==> config.mk <==
export PLATFORM = sky130hd
export DESIGN_NAME = mem_port_arbiter
export DESIGN_NICKNAME = d
export VERILOG_FILES = /design/src/rtl/mem_port_arbiter.sv
export SDC_FILE = /design/constraint.sdc
export NUM_CORES = 1
export LEC_CHECK = 0
export ABC_AREA = 1
export BUFFER_PORTS_ARGS = -buffer_cell sky130_fd_sc_hd__clkbuf_2
export CORE_MARGIN = 2
export CORE_UTILIZATION = 26
export DETAILED_ROUTE_END_ITERATION = 16
export GPL_TIMING_DRIVEN = 0
export HOLD_SLACK_MARGIN = 0.05
export MAX_ROUTING_LAYER = met4
export PLACE_DENSITY_LB_ADDON = 0.12
export RECOVER_POWER = 50
export SLEW_MARGIN = 20
export SYNTH_ARGS = -nofsm -noshare
export SYNTH_HDL_FRONTEND = slang
export SYNTH_SLANG_ARGS = --single-unit
==> constraint.sdc <==
create_clock -name mclk -period 12.14 [get_ports mclk]
set_clock_uncertainty 0.15 [all_clocks]
set_input_delay 0.607 -clock mclk [delete_from_list [all_inputs] [get_ports mclk]]
set_output_delay 0.607 -clock mclk [all_outputs]
set_load 0.02 [all_outputs]
==> src/rtl/mem_port_arbiter.sv <==
// Purpose : arbitrates one single-port fixed-latency memory between the CPU fetch (F) and memory (M) stages.
// Latency : request seen in IDLE at cycle t -> mem_en t+1..t+LATENCY, one-cycle ack at t+LATENCY+1.
// Backpressure: a requester holds reqX until its ack; stallcF/stallcM freeze the pipeline while waiting.
//
// Ports:
//   mclk, reset          clock, asynchronous active-high reset
//   reqF, addrF          fetch read request (held until ackF)
//   rdataF, ackF         fetch read data (registered, held) and completion pulse
//   reqM, weM, addrM,    data-stage request, 1=write 0=read, held until ackM
//   wdataM
//   rdataM, ackM         data-stage read data (registered, held) and completion pulse
//   stallcF, stallcM     reqX & ~ackX, combinational, to the hazard unit
//   mem_en, mem_we,      registered memory controls, stable for the whole access
//   mem_addr, mem_wdata
//   mem_rdata            memory read data, valid in the last access cycle
//   conflict_cnt         saturating count of IDLE cycles where both ports were eligible
module mem_port_arbiter #(
    parameter int AW      = 32,
    parameter int DW      = 32,
    parameter int LATENCY = 2,
    parameter int CW      = 16
) (
    input  logic          mclk,
    input  logic          reset,
    input  logic          reqF,
    input  logic [AW-1:0] addrF,
    output logic [DW-1:0] rdataF,
    output logic          ackF,
    input  logic          reqM,
    input  logic          weM,
    input  logic [AW-1:0] addrM,
    input  logic [DW-1:0] wdataM,
    output logic [DW-1:0] rdataM,
    output logic          ackM,
    output logic          stallcF,
    output logic          stallcM,
    output logic          mem_en,
    output logic          mem_we,
    output logic [AW-1:0] mem_addr,
    output logic [DW-1:0] mem_wdata,
    input  logic [DW-1:0] mem_rdata,
    output logic [CW-1:0] conflict_cnt
);

    localparam int CNTW = $clog2(LATENCY + 1);
    localparam logic [CNTW-1:0] CNT_LOAD = CNTW'(LATENCY - 1);

    typedef enum logic {
        IDLE   = 1'b0,
        ACCESS = 1'b1
    } state_t;

    typedef enum logic [1:0] {
        GNT_NONE = 2'd0,
        GNT_F    = 2'd1,
        GNT_M    = 2'd2
    } grant_t;

    state_t          state, state_nxt;
    grant_t          grant, grant_nxt;
    logic [CNTW-1:0] cnt, cnt_nxt;
    logic            ackF_nxt, ackM_nxt;
    logic [DW-1:0]   rdataF_nxt, rdataM_nxt;
    logic            mem_en_nxt, mem_we_nxt;
    logic [AW-1:0]   mem_addr_nxt;
    logic [DW-1:0]   mem_wdata_nxt;
    logic [CW-1:0]   conflict_nxt;
    logic            elig_f, elig_m;

    // A requester still holds req during its own ack cycle; masking with ack
    // keeps the finished request from being granted a second time and lets the
    // other port win that cycle, so back-to-back M traffic cannot starve F.
    assign elig_f = reqF & ~ackF;
    assign elig_m = reqM & ~ackM;

    assign stallcF = reqF & ~ackF;
    assign stallcM = reqM & ~ackM;

    always_comb begin
        state_nxt     = state;
        grant_nxt     = grant;
        cnt_nxt       = cnt;
        ackF_nxt      = 1'b0;
        ackM_nxt      = 1'b0;
        rdataF_nxt    = rdataF;
        rdataM_nxt    = rdataM;
        mem_en_nxt    = mem_en;
        mem_we_nxt    = mem_we;
        mem_addr_nxt  = mem_addr;
        mem_wdata_nxt = mem_wdata;
        conflict_nxt  = conflict_cnt;

        case (state)
            IDLE: begin
                if (elig_f && elig_m && (conflict_cnt != {CW{1'b1}})) begin
                    conflict_nxt = conflict_cnt + CW'(1);
                end
                // M has priority; its request fields are captured only here.
                if (elig_m) begin
                    grant_nxt     = GNT_M;
                    state_nxt     = ACCESS;
                    cnt_nxt       = CNT_LOAD;
                    mem_en_nxt    = 1'b1;
                    mem_we_nxt    = weM;
                    mem_addr_nxt  = addrM;
                    mem_wdata_nxt = wdataM;
                end else if (elig_f) begin
                    grant_nxt    = GNT_F;
                    state_nxt    = ACCESS;
                    cnt_nxt      = CNT_LOAD;
                    mem_en_nxt   = 1'b1;
                    mem_we_nxt   = 1'b0;
                    mem_addr_nxt = addrF;
                end
            end
            ACCESS: begin
                // cnt==0 marks the last access cycle, where mem_rdata is valid.
                if (cnt == '0) begin
                    state_nxt  = IDLE;
                    grant_nxt  = GNT_NONE;
                    mem_en_nxt = 1'b0;
                    mem_we_nxt = 1'b0;
                    if (grant == GNT_M) begin
                        ackM_nxt = 1'b1;
                        if (!mem_we) begin
                            rdataM_nxt = mem_rdata;
                        end
                    end else if (grant == GNT_F) begin
                        ackF_nxt   = 1'b1;
                        rdataF_nxt = mem_rdata;
                    end
                end else begin
                    cnt_nxt = cnt - 1'b1;
                end
            end
            default: begin
                state_nxt = IDLE;
            end
        endcase
    end

    // Reset during an access simply abandons it; a requester still asserting
    // req is granted afresh once reset releases.
    always_ff @(posedge mclk or posedge reset) begin
        if (reset) begin
            state        <= IDLE;
            grant        <= GNT_NONE;
            cnt          <= '0;
            ackF         <= 1'b0;
            ackM         <= 1'b0;
            rdataF       <= '0;
            rdataM       <= '0;
            mem_en       <= 1'b0;
            mem_we       <= 1'b0;
            mem_addr     <= '0;
            mem_wdata    <= '0;
            conflict_cnt <= '0;
        end else begin
            state        <= state_nxt;
            grant        <= grant_nxt;
            cnt          <= cnt_nxt;
            ackF         <= ackF_nxt;
            ackM         <= ackM_nxt;
            rdataF       <= rdataF_nxt;
            rdataM       <= rdataM_nxt;
            mem_en       <= mem_en_nxt;
            mem_we       <= mem_we_nxt;
            mem_addr     <= mem_addr_nxt;
            mem_wdata    <= mem_wdata_nxt;
            conflict_cnt <= conflict_nxt;
        end
    end

endmodule

Yosys cells after proc, flatten, opt, wreduce, memory -nomap -nowiden
Index checks and enable logic that the tools add are counted.
{ "totals": {"regBits": 153, "input_bits": 133, "output_inout_bits": 150, "word_cells": 65} }
{ "op_classes": {"add_sub_neg": 2, "n_eq_ne": 6, "muxes": 27, "n_bitwise": 7, "reduce_logical": 11} }
{ "op_table": {"columns": ["cell", "n"], "rows": [
  ["2-to-1 mux 32 bit", 2],
  ["adder 16 x 1 -> 16 bit, second input constant", 1],
  ["inequality test 16 bit, second input constant", 1],
  ["2-to-1 mux 1 bit", 15],
  ["2-to-1 mux 2 bit", 5],
  ["AND reduction 2 bit", 5],
  ["one-hot mux 2 bit (2 select lines)", 2],
  ["AND reduction 4 bit", 2],
  ["one-hot mux 1 bit (2 select lines)", 3],
  ["inverter 1 bit", 5],
  ["inequality test 3 bit, second input constant", 1],
  ["AND 1 bit", 2],
  ["equality test 2 x 1 -> 1 bit, second input constant", 1],
  ["equality test 2 bit, second input constant", 1],
  ["logical AND 1 bit", 2],
  ["logical NOT 2 bit", 1],
  ["inequality test 2 x 1 -> 1 bit, second input constant", 1],
  ["inequality test 2 bit, second input constant", 1],
  ["nonzero test 2 bit", 1],
  ["subtractor 2 x 1 -> 2 bit, second input constant", 1]
]} }

Logic depth before layout (Yosys ltp)
{ "depth": {"word_depth": 5, "mapped_depth": 9, "ltp_nobuf": 8} }

Worst setup path after synthesis
No wires, ideal clock.
{ "synth_timing": {"path_kind": "in2out", "from": "in reqM", "to": "out stallcM", "arrival_ns": 1.221, "required_time_ns": 11.383, "setup_slack_ns": 10.162, "cell_stages": 3, "n_path_buf": 1, "path_cell_list": "inv_1 -> nor2_4 -> clkbuf_1"} }
{ "synth_between": {"elab_chain_cells": 1} }
{ "synth_lines": {"columns": ["element", "line", "rtl"], "rows": [
  ["start: declaration", "29", "input logic reqM,"],
  ["AND 1 bit", "77", "assign stallcM = reqM & ~ackM;"],
  ["end: declaration", "36", "output logic stallcM,"]
]} }
No other way between the ends.

==> results.md <==
* Max clock buf depth at 2
* Lkg Pwr at 4.39 nW
* Total of max-cap violations at 1
* Root Buffer: clkbuf_16
* Post-Syn Instances at ~660
* Slowest stage cell, crit path: clkinvlp_2
* Area of the multi-input gates at 0.00214 mm^2
* Bufs and invs on worst path at 2
* Register area at approximately 0.0038 mm^2
* Ratio of cells with drive above 1 in the final layout at 0.320
* Worst-case reg-to-reg path depth at 8
* Worst-Skew Late Latency at 0.41 ns
* Cts bufs inserted at 17
* WP depth at 2
* Synth warn at 0
* Worst slew pin tran at 3.50 ns
* Sequential Power Share at 0.374
* CP Capture Type: asynchronous set/reset pin
* DRC violations left at 0
* Clock slew seen by the registers of the worst setup and hold paths at roughly 0.070 ns
* Synth Register Bits at roughly 150
* CP peak stage delay at 1.95 ns
* Slew HR at -1.35
* Clk pwr share at 0.217
* RSZ-0062 raised after global routing: false
* Area growth, synth to finish at 36.1%
* # port buffers at ~280
* Worst-path cell chain: clkbuf_2, clkinvlp_2
* Most frequent cells in the layout: clkbuf_2, nand2_1, dfrtp_1
* Count of final hold-check violations at 0
* Routed WL at between 15 and 20 mm
* HPWL after DPL at 13.7 mm
* Nature of the critical path startpoint: input port
* DIE HEIGHT at roughly 160 um
* Most common cell after layout, fill and taps aside: clkbuf_2
* CP Class: in2async
* Net switching power at 1.01 mW
* Layout fillers at 2,556
* H-tree depth at 4
* Worst Path Arrival at about 2.7 ns
* Worst Path Required at 11.92 ns
* Horiz. Die Dim at 160 um
* GRT Overall Usage at 0.152
* Pre-CTS setup slack at 9.68 ns
* Maximum vdd drop at 0.000104 V
* Vias per inst at ~4.2
* Total grt overflow at 0
* Final GP Congestion at roughly 0.75
* Post-CTS setup buffers at 0
* Cell Area, Synth at 0.00636 mm^2
* Final worst slack at 9.22 ns
* DRT Pass-1 Iters at 4
* Net count, final at 1,101
* Full die area at 0.0257 mm^2
* Failing checks: capacitance limit, slew limit
* Total number of vias at 5,528
* CTS tree: yes
* Top Family by Delay on Critical Path: buffers and inverters
* Tcrit/Tclk final at 0.241
* Initial antenna violation count at 0
* Internal cell power at 1.34 mW
* Combinational power share at 0.410
* Core footprint at between 0.02 and 0.025 mm^2
* Seq/Total Area, Yosys at 0.602
* First-pass GRT wire length at 30.4 mm
* Status: finished with violations
* Cell area power density at 271 mW/mm^2
* Largest net degree at the start of global routing at 80
* Fmax at 342 MHz
* Min-Delay Path Class: in2reg
* Hold WS at 0.270 ns
* Final setup vio count at 0
* Vias in the first global route at roughly 5,600
* Netlist cell types at 28
* Mean Syn Cell Area at 9.58 um^2
* Post-CTS Resized at 0
* Detailed router's first-iteration violation count at 263
* Total Power at 2.35 mW
* FP Rows at between 50 and 60
* Initial core utilization at 0.263
* Clock sinks at 153
* Syn nets at 799
* N_diodes at 0
* Setup tns final at 0 ns
* Worst hold path depth at 2
* Sw Ratio at 0.431
* DR WL/cell at 14.4 um
* Slew Viols, Final at 75
* CP max FO at 75
* DRT antenna net count at 0
* I/O pins at 283
* Hold Buf Count CTS at 0
* Final Critical Period at 2.92 ns
flip-flops by register name, summed over array words and instances, names as in the netlist, 2 cells and up:
signal / flops
rdataM: 32
mem_addr: 32
conflict_cnt: 16
mem_wdata: 32
cnt: 2
grant: 2
rdataF: 32
worst paths after layout:
| check | endpoint | slack [ns] | from |
|---|---|---|---|
| setup / recovery | conflict_cnt[8]$_DFFE_PP0P_ | 9.22 | reset |
| hold / removal | mem_wdata[21]$_DFFE_PP0P_ | 0.27 | wdataM[21] |
| setup reg to reg | conflict_cnt[13]$_DFFE_PP0P_ | 9.73 | ackM$_DFF_PP0_ |
| hold reg to reg | ackM$_DFF_PP0_ | 0.30 | grant[0]$_DFFE_PP0P_ |
| max in group mclk | stallcM | 9.29 | ackM$_DFF_PP0_ |
| min in group asynchronous | rdataF[23]$_DFFE_PP0P_ | 1.04 | reset |
stage by stage:
step / instance area [um^2] / utilization / std cells
after CTS: 8760 / 0.363 / 1303
final: 8660 / 0.358 / 1303
after detailed placement: 8210 / 0.340 / 1271
after global placement: 8180 / 0.338 / 1270
after global routing: 8660 / 0.358 / 1303
after floorplan: 6360 / - / 664
Yosys cell counts (all sizes together):
cell    instances  area, um^2
nor3            2        20.0
ha              2        25.0
o21ai          74         382
nand2         207         802
nand4           5        31.3
buf            12        82.6
nor2           51         211
dfrtp         153        3830
mux2           32         360
clkinv          1        5.00
clkbuf         18        67.6
a31oi          32         200
o22ai           2        12.5
or2             1        6.26
xnor2           7        61.3
inv            55         209
nand3          10        55.1
area by class of cell:
type,count,area share
sequential,153,0.442
multi-input combinational,425,0.248
timing repair buffer,283,0.157
clock buffer,17,0.0491
tap,324,0.0468
inverter,56,0.0249
buffer,30,0.0173
clock inverter,15,0.0147
logic make-up (layout without fill, tap and decap cells):
family,count (synthesis),in the layout,synth area share
XOR/XNOR,7,7,0.00964
AO/OA/AOI/OAI,108,108,0.0934
flip-flops,153,153,0.602
AND/OR/NAND/NOR,276,276,0.177
multiplexers,32,32,0.0567
buffers and inverters,86,401,0.0572
adder cells (fa/ha/maj),2,2,0.00393
power by group through the flow:
| stage | Combinational [mW] | Sequential (mW) | Clock (mW) |
|---|---|---|---|
| floorplan | 0.347 | 1.16 | 0 |
| global placement | 1.01 | 0.885 | 0 |
| detailed placement | 1.01 | 0.886 | 0 |
| CTS | 1.01 | 0.882 | 0.529 |
| global route | 1.05 | 0.912 | 0.553 |
| finish | 0.962 | 0.878 | 0.509 |
routing by layer:
metal	track usage	up-vias	part of all wire
met5	-	-	0
met4	0.0389	0	0.010
met3	0.0460	11	0.073
met2	0.237	181	0.46
met1	0.194	2595	0.45
li1	-	2741	-
No activity file was read; power rests on OpenSTA's default activity.
